File: src/rtl/hazard_scoreboard_pkg.sv
// Shared defaults and helpers for the hazard scoreboard.
package hazard_scoreboard_pkg;

  localparam int unsigned NumRegsDefault     = 32;
  localparam int unsigned RegWDefault        = 5;
  localparam int unsigned LatWDefault        = 4;
  localparam int unsigned FlushCyclesDefault = 2;

  // Bits needed to hold 0..max_val; never less than one bit.
  function automatic int unsigned cnt_width(input int unsigned max_val);
    return (max_val < 1) ? 1 : $clog2(max_val + 1);
  endfunction

endpackage

File: src/rtl/hazard_scoreboard_entry.sv
// One scoreboard entry: busy flag plus latency countdown. A count of all-ones
// marks a sticky entry that only a matching writeback can release.
module hazard_scoreboard_entry
  import hazard_scoreboard_pkg::*;
#(
  parameter int unsigned LAT_W = LatWDefault
) (
  input  logic             clk,
  input  logic             reset,
  input  logic             alloc,
  input  logic [LAT_W-1:0] alloc_lat,
  input  logic             wb_hit,
  output logic             busy,
  output logic             sticky
);

  localparam logic [LAT_W-1:0] LatWait = '1;

  logic             busy_q, busy_d;
  logic [LAT_W-1:0] cnt_q, cnt_d;

  assign busy   = busy_q;
  assign sticky = busy_q & (cnt_q == LatWait);

  // Next state: allocation beats a same-cycle expiry or writeback.
  always_comb begin
    busy_d = busy_q;
    cnt_d  = cnt_q;
    if (alloc) begin
      busy_d = 1'b1;
      cnt_d  = alloc_lat;
    end else if (busy_q) begin
      if (sticky) begin
        if (wb_hit) begin
          busy_d = 1'b0;
          cnt_d  = '0;
        end
      end else if (cnt_q == LAT_W'(1)) begin
        busy_d = 1'b0;
        cnt_d  = '0;
      end else begin
        cnt_d = cnt_q - LAT_W'(1);
      end
    end
  end

  // Entry state register.
  always_ff @(posedge clk) begin
    if (reset) begin
      busy_q <= 1'b0;
      cnt_q  <= '0;
    end else begin
      busy_q <= busy_d;
      cnt_q  <= cnt_d;
    end
  end

endmodule

File: src/rtl/hazard_scoreboard.sv
// Per-register hazard scoreboard with RAW/WAW stall and multi-cycle
// mispredict flush for the pipelined core.
module hazard_scoreboard
  import hazard_scoreboard_pkg::*;
#(
  parameter int unsigned NUM_REGS     = NumRegsDefault,
  parameter int unsigned REG_W        = RegWDefault,
  parameter int unsigned LAT_W        = LatWDefault,
  parameter int unsigned FLUSH_CYCLES = FlushCyclesDefault
) (
  input  logic                clk,
  input  logic                reset,
  input  logic                id_valid,
  input  logic [REG_W-1:0]    id_rs1,
  input  logic [REG_W-1:0]    id_rs2,
  input  logic                id_use_rs1,
  input  logic                id_use_rs2,
  input  logic [REG_W-1:0]    id_rd,
  input  logic                id_writes_rd,
  input  logic [LAT_W-1:0]    id_lat,
  input  logic                wb_valid,
  input  logic [REG_W-1:0]    wb_rd,
  input  logic                ex_mispredict,
  output logic                stall,
  output logic                flush,
  output logic                issue,
  output logic [NUM_REGS-1:0] pending_mask
);

  localparam int unsigned FlW = cnt_width(FLUSH_CYCLES);

  logic [NUM_REGS-1:0] busy;
  logic [NUM_REGS-1:0] sticky;
  logic                alloc_ok;
  logic                raw;
  logic                waw;
  logic [FlW-1:0]      flush_cnt_q, flush_cnt_d;

  // x0 is never tracked.
  assign busy[0]      = 1'b0;
  assign sticky[0]    = 1'b0;
  assign pending_mask = busy;

  for (genvar r = 1; r < NUM_REGS; r++) begin : g_entry
    hazard_scoreboard_entry #(
      .LAT_W(LAT_W)
    ) u_entry (
      .clk      (clk),
      .reset    (reset),
      .alloc    (alloc_ok & (id_rd == REG_W'(r))),
      .alloc_lat(id_lat),
      .wb_hit   (wb_valid & (wb_rd == REG_W'(r))),
      .busy     (busy[r]),
      .sticky   (sticky[r])
    );
  end

  // Hazard detection and issue; all combinational from state and ID inputs.
  always_comb begin
    raw   = 1'b0;
    waw   = 1'b0;
    stall = 1'b0;
    issue = 1'b0;
    flush = ex_mispredict | (flush_cnt_q != '0);
    raw   = id_valid & ((id_use_rs1 & (id_rs1 != '0) & busy[id_rs1]) |
                        (id_use_rs2 & (id_rs2 != '0) & busy[id_rs2]));
    // A second write behind an unknown-latency one would reorder writeback.
    waw   = id_valid & id_writes_rd & (id_rd != '0) & sticky[id_rd];
    stall = (raw | waw) & ~flush;
    issue = id_valid & ~stall & ~flush;
  end

  // Latency 0 is fully bypassed and needs no entry.
  assign alloc_ok = issue & id_writes_rd & (id_rd != '0) & (id_lat != '0);

  // Flush countdown; a new mispredict reloads it.
  always_comb begin
    flush_cnt_d = flush_cnt_q;
    if (ex_mispredict) begin
      flush_cnt_d = FlW'(FLUSH_CYCLES);
    end else if (flush_cnt_q != '0) begin
      flush_cnt_d = flush_cnt_q - FlW'(1);
    end
  end

  // Flush counter register.
  always_ff @(posedge clk) begin
    if (reset) begin
      flush_cnt_q <= '0;
    end else begin
      flush_cnt_q <= flush_cnt_d;
    end
  end

endmodule

File: config.mk
export PLATFORM = sky130hd
export DESIGN_NAME = hazard_scoreboard
export DESIGN_NICKNAME = d
export VERILOG_FILES = /design/src/rtl/hazard_scoreboard_pkg.sv /design/src/rtl/hazard_scoreboard_entry.sv /design/src/rtl/hazard_scoreboard.sv
export SDC_FILE = /design/constraint.sdc
export NUM_CORES = 1
export LEC_CHECK = 0
export BUFFER_PORTS_ARGS = -buffer_cell sky130_fd_sc_hd__clkbuf_2
export CAP_MARGIN = 40
export CORE_MARGIN = 1.5
export CORE_UTILIZATION = 35
export CTS_BUF_LIST = sky130_fd_sc_hd__clkbuf_8
export DETAILED_ROUTE_END_ITERATION = 10
export HOLD_SLACK_MARGIN = 0.05
export SETUP_SLACK_MARGIN = 0.2
export SLEW_MARGIN = 20
export SYNTH_ARGS = -nofsm -noshare
export SYNTH_HDL_FRONTEND = slang
export SYNTH_HIERARCHICAL = 1
export SYNTH_SLANG_ARGS = --single-unit
File: constraint.sdc
create_clock -name clk -period 8.3 [get_ports clk]
set_input_delay 0 -clock clk [delete_from_list [all_inputs] [get_ports clk]]
set_output_delay 0 -clock clk [all_outputs]
set_load 0.1 [all_outputs]
==> flow_summary.yaml <==
timing:
  tightest_slew_ns: 0.855
  relSlewSlack_pct: 42.8
  finalHoldViolCount: 0
  fin_crit_ns: 4.07
  hold_ws_ns: 0.149
  rsz0062_at_grt: "false"
  fin_crit_sh_pct: 49.0
  tns_ns: 0
  layout_setup_ws_ns: 4.23
  fmax_mhz: 246
  finClkSkew_ns: 0.0246
  finalSetupViolations: 0
  finalMaxSlewViolations: 0
synthesis:
  synth.top_cell.area_share_pct: 24.7
  syn_inst: 1630
  ys_async_sr_fraction_pct: 0
  synth_compound_area_share_pct: 18.6
  synth_top_family_by_area: "simple AND/OR/NAND/NOR gates"
  synthMuxAreaShare_pct: 5.01
  synth_xor_area_share_pct: 0
  yosysMostFrequentCell: "nor2_1"
  yosys.cell_types.count: 61
  synthSimpleGateAreaFrac_pct: 36.1
  synth_ff_type: "dfxtp_1"
  ys_seq_elements: 157
  synthTopCellsByCount: "nor2_1, dfxtp_1, inv_1"
  seq_area_frac_synth_pct: 24.7
  synth.avg_cell_area_um2: 7.82
  synth_nets: 1755
  syn_area_um2: 12700
  synth_enable_flop_cells: 0
  yosys.area_share.adder_pct: 9.13
  synth.area.top_cells: "dfxtp_1, ha_1, nor2_1"
  ys.warnings.count: 6
  synth_top_area_cell: "dfxtp_1"
place:
  dpl_cell_area_um2: 13600
  gp_congestion: 0.921
  post-dp-hpwl_um: 26600
  portBuffers: 65
  place_ws_ns: 4.62
routing:
  drc_errors: 4
  vias: 12659
  postRouteAntennaNets: 0
  wl_per_cell_um: 17.8
  initialDrtViolationCount: 1361
  drt_pass1_iterations: 9
  viasPerCell: 5.86
  drt_wl_total_um: 38600
setup_path:
  crit-reg2reg-launch: "g_entry[27].u_entry/cnt_q[0]$_SDFFE_PP0P_"
  cp-start-kind: "register"
  end_kind: "output pin"
  crit_fanout: 14
  r2r-end: "g_entry[4].u_entry/cnt_q[2]$_SDFFE_PP0P_"
  path_class: "register to output pin"
  r2r_cells: 13
  reg2reg_slack_ns: 4.53
  crit_path_start: "g_entry[27].u_entry/cnt_q[0]$_SDFFE_PP0P_"
  required_ns: 8.30
  crit_arrival_ns: 4.07
  cp-endpoint: "issue"
power:
  power.share.clock_pct: 38.6
  power_frac_comb_pct: 9.3
  switching_power_uw: 428
  netSwitchingFraction_pct: 29.2
  sequentialPowerShare_pct: 52.1
  vdd_drop_max_v: 0.0000691
  static-leakage-power_uw: 0.00484
  p_int_uw: 1040
  finalPower_uw: 1470
  p_per_area_nw_per_um2: 104
floorplan:
  die_w_um: 194
  fp.coreArea_um2: 35700
  dieHeight_um: 194
  die_area_um2: 37600
  initial_utilization_pct: 35.7
  rows: 69
  ioPinCount: 67
clocking:
  cts_tree: "done"
  cts_setup_buffers: 0
  h-tree-depth: 4
  clkLatencyLatePin_ns: 0.48
  cts_buffers: 17
  ctsHoldBuffers: 2
  cts.path.max_buffers: 2
  cts_resized: 0
  root_buffer: "clkbuf_8"
  path_clk_slew_ns: 0.11
  cts.sinks: 157
min_path:
  worstHoldPathType: "input port to register"
grt:
  track_usage_pct: 20.3
  grt_pass1_vias: 11624
  grt_pass1_wl_um: 61800
  grt_max_degree: 96
  antenna_found_initial: 1
  grt_overflow: 0
layout:
  synthToLayoutAreaGrowth_pct: 10.0
  nNetsFinal: 1814
  nFillCells: 3641
  stdcell_area_um2: 14000
  num_antenna_cells: 0
  drive_gt1_share_pct: 13.5
flow_run:
  cap_violations: 0
status:
  violations: "DRC"
  status: "complete, but fails checks"
[cell type report]
class                   instances  area (um^2)  area share (%)
clock buffers                  18          248            1.77
inverters                     125          469            3.35
well taps                     461          577            4.11
multi-input cells            1280         8790            62.7
flip-flops and latches        157         3140            22.4
repair buffers                108          679            4.84
clock inverters                13          119           0.848
[registers in the layout, summed over array words and instances, names as in the netlist]
signal and count:
flush_cnt_q 2, g_entry.u_entry/cnt_q 124, g_entry.u_entry/busy 31
[cell families after synthesis]
family          Yosys count
other cells               1
mux                      42
fa+ha+maj                93
simple gates            789
compound gates          355
buf+inv                 193
flops                   157
[metrics by stage]
| stage | util [%] | cells |
|---|---|---|
| final | 39.2 | 2162 |
| after global routing | 39.2 | 2162 |
| after CTS | 39.2 | 2162 |
| after detailed placement | 38.2 | 2129 |
| after global placement | 38.0 | 2124 |
| after floorplan | - | 1630 |
[critical path, cell delays in order (launching register included)]
cell and delay, ns:
dfxtp_1 0.37, ha_1 0.26, and3_4 0.19, and2_2 0.18
mux4_2 0.47, a32o_1 0.28, o31ai_2 0.39, nor2_2 0.24
nor4b_1 0.63, clkbuf_2 0.57
[how the worst min path moves through the flow]
stage / from / endpoint / slack [ns] / cells after the start
floorplan: reset / g_entry[10].u_entry/cnt_q[1]$_SDFFE_PP0P_ / 0.07 / 1
global placement: ex_mispredict / flush_cnt_q[0]$_SDFFE_PP0P_ / 0.21 / 2
detailed placement: ex_mispredict / flush_cnt_q[0]$_SDFFE_PP0P_ / 0.22 / 2
CTS: id_lat[2] / g_entry[28].u_entry/cnt_q[2]$_SDFFE_PP0P_ / 0.11 / 4
global route: id_lat[1] / g_entry[30].u_entry/cnt_q[1]$_SDFFE_PP0P_ / 0.14 / 4
finish: id_lat[2] / g_entry[15].u_entry/cnt_q[2]$_SDFFE_PP0P_ / 0.15 / 4
[layout by cell type, fill, tap and decap left out, types with 36 or more instances in the layout]
master	netlist	layout
nor2_1	182	181
dfxtp_1	157	157
inv_1	125	126
buf_4	11	36
o21ai_0	62	62
nand3b_1	76	76
ha_1	93	93
nor3_1	61	61
a21oi_1	54	54
nor3b_1	41	41
clkbuf_2	0	64
nand2_1	109	109
nand4_1	52	52
a31oi_1	62	62
nand3_1	48	48
[metal layers]
| layer | track usage, % | vias up | share of wire (%) |
|---|---|---|---|
| met1 | 27.0 | 6078 | 46 |
| met2 | 33.7 | 354 | 46 |
| met3 | 3.20 | 49 | 5.7 |
| met4 | 6.19 | 2 | 1.9 |
| li1 | - | 6176 | - |
| met5 | 0 | - | 0.031 |
[power groups by stage]
stage / clock network (uW) / logic, uW / registers (uW)
floorplan: 0 / 66.2 / 782
global placement: 0 / 131 / 781
detailed placement: 0 / 134 / 781
CTS: 590 / 135 / 763
global route: 614 / 145 / 765
finish: 566 / 136 / 763
No activity file was read; power rests on OpenSTA's default activity.
